$ cat src/rtl/vga_line_render_pkg.sv
// Shared definitions for the vga_line_render slice.
// Contents:
//   - 800x600@72Hz display timing constants, including the 1040/666 totals
//   - rasteriser state enum
//   - fb_index(): linear framebuffer address from an (x,y) pair
package vga_line_render_pkg;

  localparam int VGA_H_RES   = 800;
  localparam int VGA_H_FP    = 56;
  localparam int VGA_H_SP    = 120;
  localparam int VGA_H_BP    = 64;
  localparam int VGA_H_TOTAL = VGA_H_RES + VGA_H_FP + VGA_H_SP + VGA_H_BP;

  localparam int VGA_V_RES   = 600;
  localparam int VGA_V_FP    = 37;
  localparam int VGA_V_SP    = 6;
  localparam int VGA_V_BP    = 23;
  localparam int VGA_V_TOTAL = VGA_V_RES + VGA_V_FP + VGA_V_SP + VGA_V_BP;

  typedef enum logic [1:0] {
    RAST_IDLE,
    RAST_INIT,
    RAST_DRAW,
    RAST_DONE
  } rast_state_t;

  // Row-major framebuffer addressing.
  function automatic int fb_index(input int x, input int y, input int width);
    return y * width + x;
  endfunction

endpackage

$ cat src/rtl/vga_line_render_line_rasteriser.sv
// Bresenham line rasteriser FSM (IDLE -> INIT -> DRAW -> DONE -> IDLE).
// Ports:
//   clk_pix, rst        pixel clock, synchronous active-low reset
//   i_start             line request, only honoured in IDLE
//   i_step              advance enable; while low the current pixel is held
//   i_x0/i_y0/i_x1/i_y1 endpoints, i_color line colour
//   o_x/o_y/o_color     current pixel and its colour, valid while o_drawing
//   o_drawing           current pixel valid
//   o_done              one-cycle pulse after the last pixel
module vga_line_render_line_rasteriser
  import vga_line_render_pkg::*;
#(
  parameter int XY_BITW = 11,
  parameter int COLORW  = 3
) (
  input  logic               clk_pix,
  input  logic               rst,
  input  logic               i_start,
  input  logic               i_step,
  input  logic [XY_BITW-1:0] i_x0,
  input  logic [XY_BITW-1:0] i_y0,
  input  logic [XY_BITW-1:0] i_x1,
  input  logic [XY_BITW-1:0] i_y1,
  input  logic [COLORW-1:0]  i_color,
  output logic [XY_BITW-1:0] o_x,
  output logic [XY_BITW-1:0] o_y,
  output logic [COLORW-1:0]  o_color,
  output logic               o_drawing,
  output logic               o_done
);

  // Two extra bits: one for sign, one so dx+dy never overflows.
  localparam int EW = XY_BITW + 2;

  rast_state_t          r_state;
  logic [XY_BITW-1:0]   r_x;
  logic [XY_BITW-1:0]   r_y;
  logic [XY_BITW-1:0]   r_xEnd;
  logic [XY_BITW-1:0]   r_yEnd;
  logic [COLORW-1:0]    r_color;
  logic signed [EW-1:0] r_dx;
  logic signed [EW-1:0] r_dy;
  logic signed [EW-1:0] r_err;
  logic                 r_xNeg;
  logic                 r_yNeg;
  logic                 r_drawing;
  logic                 r_done;

  logic signed [EW-1:0] w_diffX;
  logic signed [EW-1:0] w_diffY;
  logic signed [EW-1:0] w_absX;
  logic signed [EW-1:0] w_absY;
  logic signed [EW:0]   w_e2;
  logic signed [EW:0]   w_dxExt;
  logic signed [EW:0]   w_dyExt;
  logic                 w_stepX;
  logic                 w_stepY;
  logic                 w_atEnd;

  // Deltas are taken from the latched start point in r_x/r_y while in INIT.
  // e2 gets one extra bit so doubling err cannot wrap.
  always_comb begin
    w_diffX = $signed({2'b00, r_xEnd}) - $signed({2'b00, r_x});
    w_diffY = $signed({2'b00, r_yEnd}) - $signed({2'b00, r_y});
    w_absX  = w_diffX[EW-1] ? -w_diffX : w_diffX;
    w_absY  = w_diffY[EW-1] ? -w_diffY : w_diffY;
    w_e2    = {r_err, 1'b0};
    w_dxExt = {r_dx[EW-1], r_dx};
    w_dyExt = {r_dy[EW-1], r_dy};
    w_stepX = (w_e2 >= w_dyExt);
    w_stepY = (w_e2 <= w_dxExt);
    w_atEnd = (r_x == r_xEnd) && (r_y == r_yEnd);
  end

  // Endpoints are captured on the accepted start so the source may change
  // them immediately. Both error updates use the pre-step err value.
  always_ff @(posedge clk_pix) begin
    if (!rst) begin
      r_state   <= RAST_IDLE;
      r_drawing <= 1'b0;
      r_done    <= 1'b0;
    end else begin
      r_done <= 1'b0;
      case (r_state)
        RAST_IDLE: begin
          if (i_start) begin
            r_x     <= i_x0;
            r_y     <= i_y0;
            r_xEnd  <= i_x1;
            r_yEnd  <= i_y1;
            r_color <= i_color;
            r_state <= RAST_INIT;
          end
        end
        RAST_INIT: begin
          r_dx      <= w_absX;
          r_dy      <= -w_absY;
          r_err     <= w_absX - w_absY;
          r_xNeg    <= w_diffX[EW-1];
          r_yNeg    <= w_diffY[EW-1];
          r_drawing <= 1'b1;
          r_state   <= RAST_DRAW;
        end
        RAST_DRAW: begin
          if (i_step) begin
            if (w_atEnd) begin
              r_drawing <= 1'b0;
              r_done    <= 1'b1;
              r_state   <= RAST_DONE;
            end else begin
              r_err <= r_err + (w_stepX ? r_dy : '0) + (w_stepY ? r_dx : '0);
              if (w_stepX) r_x <= r_xNeg ? r_x - 1'b1 : r_x + 1'b1;
              if (w_stepY) r_y <= r_yNeg ? r_y - 1'b1 : r_y + 1'b1;
            end
          end
        end
        RAST_DONE: begin
          r_state <= RAST_IDLE;
        end
        default: begin
          r_state <= RAST_IDLE;
        end
      endcase
    end
  end

  assign o_x       = r_x;
  assign o_y       = r_y;
  assign o_color   = r_color;
  assign o_drawing = r_drawing;
  assign o_done    = r_done;

endmodule

$ cat src/rtl/vga_line_render.sv
// 800x600@72Hz VGA core with a Bresenham line rasteriser writing into a
// WIDTHxHEIGHT framebuffer that is scanned out at (POSX,POSY).
// Ports:
//   clk_pix, rst             pixel clock, synchronous active-low reset
//   i_start, i_draw_oe       line request pulse, rasteriser step enable
//   i_x0/i_y0/i_x1/i_y1      line endpoints in framebuffer coordinates
//   i_color                  line colour
//   o_drawing, o_done        pixel valid, one-cycle completion pulse
//   o_sx, o_sy, o_de, o_frame scan position, active video, frame tick
//   o_hsync, o_vsync         syncs, delayed one cycle to line up with rgb
//   o_vga_r/g/b              1-bit colour pins
// Optional build macro VGA_LINE_RENDER_CLEAR_EN adds i_clear (pulse) and
// o_clear_busy: the framebuffer is swept to zero, one address per cycle, and
// line starts are ignored while the sweep runs. Without it the framebuffer
// holds its power-up (all zero) contents until lines are drawn.
module vga_line_render
  import vga_line_render_pkg::*;
#(
  parameter int XY_BITW = 11,
  parameter int H_RES   = VGA_H_RES,
  parameter int H_FP    = VGA_H_FP,
  parameter int H_SP    = VGA_H_SP,
  parameter int H_BP    = VGA_H_BP,
  parameter bit H_POL   = 1'b1,
  parameter int V_RES   = VGA_V_RES,
  parameter int V_FP    = VGA_V_FP,
  parameter int V_SP    = VGA_V_SP,
  parameter int V_BP    = VGA_V_BP,
  parameter bit V_POL   = 1'b1,
  parameter int WIDTH   = 32,
  parameter int HEIGHT  = 32,
  parameter int COLORW  = 3,
  parameter int POSX    = 200,
  parameter int POSY    = 200
) (
  input  logic               clk_pix,
  input  logic               rst,
  input  logic               i_start,
  input  logic               i_draw_oe,
  input  logic [XY_BITW-1:0] i_x0,
  input  logic [XY_BITW-1:0] i_y0,
  input  logic [XY_BITW-1:0] i_x1,
  input  logic [XY_BITW-1:0] i_y1,
  input  logic [COLORW-1:0]  i_color,
`ifdef VGA_LINE_RENDER_CLEAR_EN
  input  logic               i_clear,
  output logic               o_clear_busy,
`endif
  output logic               o_drawing,
  output logic               o_done,
  output logic [XY_BITW-1:0] o_sx,
  output logic [XY_BITW-1:0] o_sy,
  output logic               o_de,
  output logic               o_frame,
  output logic               o_hsync,
  output logic               o_vsync,
  output logic               o_vga_r,
  output logic               o_vga_g,
  output logic               o_vga_b
);

  localparam int H_TOTAL  = H_RES + H_FP + H_SP + H_BP;
  localparam int V_TOTAL  = V_RES + V_FP + V_SP + V_BP;
  localparam int FB_DEPTH = WIDTH * HEIGHT;
  localparam int AW       = $clog2(FB_DEPTH);

  localparam logic [XY_BITW-1:0] L_H_LAST   = XY_BITW'(H_TOTAL - 1);
  localparam logic [XY_BITW-1:0] L_V_LAST   = XY_BITW'(V_TOTAL - 1);
  localparam logic [XY_BITW-1:0] L_H_RES    = XY_BITW'(H_RES);
  localparam logic [XY_BITW-1:0] L_V_RES    = XY_BITW'(V_RES);
  localparam logic [XY_BITW-1:0] L_HS_START = XY_BITW'(H_RES + H_FP);
  localparam logic [XY_BITW-1:0] L_HS_END   = XY_BITW'(H_RES + H_FP + H_SP);
  localparam logic [XY_BITW-1:0] L_VS_START = XY_BITW'(V_RES + V_FP);
  localparam logic [XY_BITW-1:0] L_VS_END   = XY_BITW'(V_RES + V_FP + V_SP);
  localparam logic [XY_BITW-1:0] L_WIN_X0   = XY_BITW'(POSX);
  localparam logic [XY_BITW-1:0] L_WIN_X1   = XY_BITW'(POSX + WIDTH);
  localparam logic [XY_BITW-1:0] L_WIN_Y0   = XY_BITW'(POSY);
  localparam logic [XY_BITW-1:0] L_WIN_Y1   = XY_BITW'(POSY + HEIGHT);
  localparam logic [XY_BITW-1:0] L_WIDTH    = XY_BITW'(WIDTH);
  localparam logic [XY_BITW-1:0] L_HEIGHT   = XY_BITW'(HEIGHT);

  logic [XY_BITW-1:0] r_sx;
  logic [XY_BITW-1:0] r_sy;
  logic               r_de;
  logic               r_frame;
  logic               r_hsync;
  logic               r_vsync;
  logic               r_hit;
  logic [COLORW-1:0]  r_rdData;
  logic [COLORW-1:0]  r_fb [FB_DEPTH];

  logic [XY_BITW-1:0] w_sxNext;
  logic [XY_BITW-1:0] w_syNext;
  logic               w_hit;
  logic [AW-1:0]      w_rdAddr;
  logic               w_start;
  logic [XY_BITW-1:0] w_rastX;
  logic [XY_BITW-1:0] w_rastY;
  logic [COLORW-1:0]  w_rastColor;
  logic               w_rastWe;
  logic [AW-1:0]      w_rastAddr;
  logic               w_we;
  logic [AW-1:0]      w_wrAddr;
  logic [COLORW-1:0]  w_wrData;

  // Scan counters: sx wraps at the end of the line and carries into sy.
  always_comb begin
    w_sxNext = r_sx + 1'b1;
    w_syNext = r_sy;
    if (r_sx == L_H_LAST) begin
      w_sxNext = '0;
      w_syNext = (r_sy == L_V_LAST) ? '0 : r_sy + 1'b1;
    end
  end

  // de/frame are computed from the next position so they stay aligned with
  // sx/sy, and read 0 while reset is held. Syncs are decoded from the current
  // position, which delays them one cycle to match the RAM read latency.
  always_ff @(posedge clk_pix) begin
    if (!rst) begin
      r_sx    <= '0;
      r_sy    <= '0;
      r_de    <= 1'b0;
      r_frame <= 1'b0;
      r_hsync <= ~H_POL;
      r_vsync <= ~V_POL;
      r_hit   <= 1'b0;
    end else begin
      r_sx    <= w_sxNext;
      r_sy    <= w_syNext;
      r_de    <= (w_sxNext < L_H_RES) && (w_syNext < L_V_RES);
      r_frame <= (w_sxNext == '0) && (w_syNext == L_V_RES);
      r_hsync <= ((r_sx >= L_HS_START) && (r_sx < L_HS_END)) ? H_POL : ~H_POL;
      r_vsync <= ((r_sy >= L_VS_START) && (r_sy < L_VS_END)) ? V_POL : ~V_POL;
      r_hit   <= w_hit;
    end
  end

  assign w_hit = r_de && (r_sx >= L_WIN_X0) && (r_sx < L_WIN_X1)
                      && (r_sy >= L_WIN_Y0) && (r_sy < L_WIN_Y1);
  assign w_rdAddr = AW'(fb_index(int'(r_sx - L_WIN_X0), int'(r_sy - L_WIN_Y0), WIDTH));

  vga_line_render_line_rasteriser #(
    .XY_BITW (XY_BITW),
    .COLORW  (COLORW)
  ) u_line_rasteriser (
    .clk_pix   (clk_pix),
    .rst       (rst),
    .i_start   (w_start),
    .i_step    (i_draw_oe),
    .i_x0      (i_x0),
    .i_y0      (i_y0),
    .i_x1      (i_x1),
    .i_y1      (i_y1),
    .i_color   (i_color),
    .o_x       (w_rastX),
    .o_y       (w_rastY),
    .o_color   (w_rastColor),
    .o_drawing (o_drawing),
    .o_done    (o_done)
  );

  // Pixels off the framebuffer are dropped rather than wrapped into the
  // next row by the linear address.
  assign w_rastWe   = o_drawing && i_draw_oe && (w_rastX < L_WIDTH) && (w_rastY < L_HEIGHT);
  assign w_rastAddr = AW'(fb_index(int'(w_rastX), int'(w_rastY), WIDTH));

`ifdef VGA_LINE_RENDER_CLEAR_EN
  logic          r_clrBusy;
  logic [AW-1:0] r_clrAddr;

  // Clear sweep owns the write port while busy; a rasteriser write landing
  // during the sweep is lost, which is harmless since the buffer is being wiped.
  always_ff @(posedge clk_pix) begin
    if (!rst) begin
      r_clrBusy <= 1'b0;
      r_clrAddr <= '0;
    end else if (r_clrBusy) begin
      r_clrAddr <= r_clrAddr + 1'b1;
      if (r_clrAddr == AW'(FB_DEPTH - 1)) r_clrBusy <= 1'b0;
    end else if (i_clear) begin
      r_clrBusy <= 1'b1;
      r_clrAddr <= '0;
    end
  end

  assign w_start      = i_start && !r_clrBusy;
  assign w_we         = r_clrBusy || w_rastWe;
  assign w_wrAddr     = r_clrBusy ? r_clrAddr : w_rastAddr;
  assign w_wrData     = r_clrBusy ? '0 : w_rastColor;
  assign o_clear_busy = r_clrBusy;
`else
  assign w_start  = i_start;
  assign w_we     = w_rastWe;
  assign w_wrAddr = w_rastAddr;
  assign w_wrData = w_rastColor;
`endif

  // Simple dual-port RAM: separate write and read processes, so a read of
  // the address being written returns the old contents.
  always_ff @(posedge clk_pix) begin
    if (w_we) r_fb[w_wrAddr] <= w_wrData;
  end

  always_ff @(posedge clk_pix) begin
    r_rdData <= r_fb[w_rdAddr];
  end

  assign o_sx    = r_sx;
  assign o_sy    = r_sy;
  assign o_de    = r_de;
  assign o_frame = r_frame;
  assign o_hsync = r_hsync;
  assign o_vsync = r_vsync;
  assign o_vga_r = r_hit & r_rdData[2];
  assign o_vga_g = r_hit & r_rdData[1];
  assign o_vga_b = r_hit & r_rdData[0];

endmodule

$ cat config.mk
export PLATFORM = sky130hd
export DESIGN_NAME = vga_line_render
export DESIGN_NICKNAME = d
export VERILOG_FILES = /design/src/rtl/vga_line_render_pkg.sv /design/src/rtl/vga_line_render_line_rasteriser.sv /design/src/rtl/vga_line_render.sv
export SDC_FILE = /design/constraint.sdc
export NUM_CORES = 2
export LEC_CHECK = 0
export CAP_MARGIN = 20
export CORE_UTILIZATION = 57
export CTS_CLUSTER_DIAMETER = 80
export DETAILED_ROUTE_END_ITERATION = 10
export GPL_TIMING_DRIVEN = 0
export HOLD_SLACK_MARGIN = 0.12
export MAX_ROUTING_LAYER = met4
export PLACE_DENSITY = 0.72
export SYNTH_ARGS = -nofsm -noshare
export SYNTH_HDL_FRONTEND = slang
export SYNTH_SLANG_ARGS = --single-unit
$ cat constraint.sdc
create_clock -name clk_pix -period 14.6 [get_ports clk_pix]
set_input_delay 3.65 -clock clk_pix [delete_from_list [all_inputs] [get_ports clk_pix]]
set_output_delay 3.65 -clock clk_pix [all_outputs]
set_load 0.01 [all_outputs]
==> run metrics <==
run status=completed; Max Clock Freq=115 MHz; largest cells by area after synthesis=edfxtp_1 72%, mux4_2 15%, nor2_1 3.3%; Worst Path Max Fanout=10; netlist area before placement=131000 um2; Post-synth EDFFs=3160; switching share of power=0.295; Gate power share=0.212; # IOs=82; via count=82600; critical setup path kind=reg2reg; final clock skew=76.8 ps; Post-Syn Nets=between 7000 and 8000; type of origin of the critical path=register; global route total overflow=0; MaxCap Viol Count=0; P_sw=0.00710 W; clk slew on worst S/H paths=around 60 ps; Die Wd=482 um; # fillers=14700; drt initial violations=approximately 18000; final setup TNS=0 ps; HP Start=u_line_rasteriser.r_state[0]; P per Cell Area=between 150 and 200 nW/um2; endpoints failing hold=0; Final HPWL DP=353000 um; WP data arrival=between 9000 and 10000 ps; Post-Place Cell Area=141000 um2; H-tree depth=5; nets@finish=roughly 8000; worst r2r src=o_sx[3]; Final ANT Viol Nets=0; multi-input logic area=33100 um2; TritonCTS clock tree=built; Core Footprint=228000 um2; Initial Utilization=0.576; Post-CTS Setup Bufs=0; Sink Count=3194; FF+latch area=about 96000 um2; Crit path max-delay family=buffers and inverters; Synth Register Bits=3194; top cell type's share of synthesized area=0.722; Clock Path Buffers=4; register area share after synthesis=0.727; CTS root buffer=clkbuf_16; Ys Warns=0; largest area contributor in the netlist=edfxtp_1; average vias per placed instance=7.40; sequential power share=0.438; share of cells above drive strength 1=0.231; Area Growth Syn to Fin=15.8%; fin crit period=between 8000 and 9000 ps; Peak supply drop=137 uV; Worst Path Buf+Inv=8; final slew viol count=0; Worst EP required=15410 ps; pre-CTS WS=around 6600 ps; Worst setup EP type=register; slowest stage delay, CP=approximately 960 ps; gr usage total=0.460; Worst-Margin Slew=1490 ps; pin count of the biggest net entering global routing=37; worst-skew pair later-pin latency=1000 ps; Worst Hold Class=reg2reg; critical path launch point=o_sx[3]; total die area=232000 um2; Worst path most repeated cell=clkbuf_2; share of total power in the clock network=0.350; Final WS setup=between 5000 and 6000 ps; drt first pass iters=8; commonest non-fill, non-tap cell in the layout=edfxtp_1; worst-path cell chain=buf_2 > inv_1 > clkbuf_2 > ha_1 > buf_2 > inv_1 > nand3_1 > clkbuf_1 > clkbuf_2 > clkbuf_2 > o221ai_1 > a31oi_1 > o21ai_0 > nand3_1 > o2111ai_1 > o211ai_1; commonest cells after routing, fill and taps aside=3160 x edfxtp_1, 1140 x nor2_1, 869 x mux4_2; Chip Height=482 um; Total Wirelength=513000 um; first-pass GRT wire length=674000 um; Final period util=0.596; # setup viols final=0; ys async rst share=0; Hold Buf Count CTS=0; RePlAce Congestion=1.07; static leakage=48.0 nW; unrepaired setup endpoints after global routing=false; Main synth FF type=edfxtp_1; DRC Markers=0; Post-CTS Resized=0; Synth Area per Inst=18.4 um2; Slew headroom=0.00926; port bufs=81; FP Rows=175; WL per Instance=46.0 um; Post-Layout Inst Area=152000 um2; Crit-path slowest cell=clkbuf_1; P_int=0.0170 W; number of global-route vias before repair=just under 80000; initial antenna violation count=56; synthesized instance count=7132; CTS Buf Count=334; Yosys cell types=76
[flip-flops by register name (all words and copies together), names as in the netlist, 2 cells and up]
name / cells
o_sx: 11
r_rdData: 3
u_line_rasteriser.r_xEnd: 11
u_line_rasteriser.o_color: 3
u_line_rasteriser.o_x: 11
u_line_rasteriser.r_err: 13
r_fb: 3072
u_line_rasteriser.o_y: 11
u_line_rasteriser.r_dx: 13
u_line_rasteriser.r_state: 2
u_line_rasteriser.r_yEnd: 11
o_sy: 11
u_line_rasteriser.r_dy: 13
[worst min-delay path, cell delays in order (launching register included)]
cell,delay [ps]
dfxtp_1,330
nor2_1,100
nor3_1,50
[kinds of logic after synthesis]
| kind of cell | synth area share |
|---|---|
| DFF | 0.727 |
| buffers and inverters | 0.0212 |
| muxes | 0.153 |
| adders and majority gates | 0.0144 |
| and+or+nand+nor | 0.0512 |
| xor gates and xnor gates | 0.00747 |
| AOI/OAI and AO/OA | 0.0257 |
| other | 0.0000285 |
[synthesized netlist by cell type (all sizes together) (16+ instances only)]
master,instances
a21o,23
a21oi,93
a22oi,28
a311oi,17
a31oi,60
buf,268
clkbuf,204
dfxtp,34
edfxtp,3160
fa,20
ha,118
inv,139
mux2,17
mux2i,29
mux4,869
nand2,291
nand2b,20
nand3,39
nand4,23
nor2,1142
nor2b,16
nor3,40
o21ai,93
o221ai,66
o22ai,29
or3,17
xnor2,78
xor2,34
[power by group through the flow]
| stage | clock [W] | combinational (W) | sequential, W |
|---|---|---|---|
| after global placement | 0 | 0.00418 | 0.0115 |
| after global routing | 0.00867 | 0.00526 | 0.0105 |
| after detailed placement | 0 | 0.00484 | 0.0107 |
| final | 0.00843 | 0.00510 | 0.0105 |
| after CTS | 0.00833 | 0.00487 | 0.0105 |
| after floorplan | 0 | 0.00263 | 0.0111 |
[layer usage]
layer | vias up | global-route usage | share of wire
li1 | 29900 | - | -
met1 | 41500 | 0.557 | 0.31
met2 | 9238 | 0.594 | 0.41
met3 | 1961 | 0.229 | 0.19
met4 | 0 | 0.330 | 0.087
met5 | - | - | 0
[cell type report]
| cell class | count | share of cell area |
|---|---|---|
| multi-input cells | 3327 | 0.218 |
| clock inverters | 185 | 0.0114 |
| plain buffers | 472 | 0.0156 |
| diodes | 97 | 0.00159 |
| flip-flops and latches | 3194 | 0.628 |
| clock buffers | 401 | 0.0574 |
| inverters | 139 | 0.00343 |
| well taps | 3009 | 0.0247 |
| repair buffers | 327 | 0.0403 |
[stage by stage]
step | power (W) | hold slack (ps) | utilization | instances
2_1_floorplan | 0.0138 | 492 | - | 7132
3_3_place_gp | 0.0157 | 507 | 0.596 | 10200
3_5_place_dp | 0.0156 | 515 | 0.620 | 10500
4_1_cts | 0.0237 | 523 | 0.666 | 11100
5_1_grt | 0.0245 | 556 | 0.667 | 11100
6_report | 0.0241 | 524 | 0.667 | 11200
[final timing paths]
path,slack (ps),cells after the start,end
max,5900,16,r_rdData[1]
max reg2reg,5900,16,r_rdData[1]
min reg2reg,520,2,u_line_rasteriser.r_state[0]
min,520,2,u_line_rasteriser.r_state[0]
(Power assumes the default switching activity.)
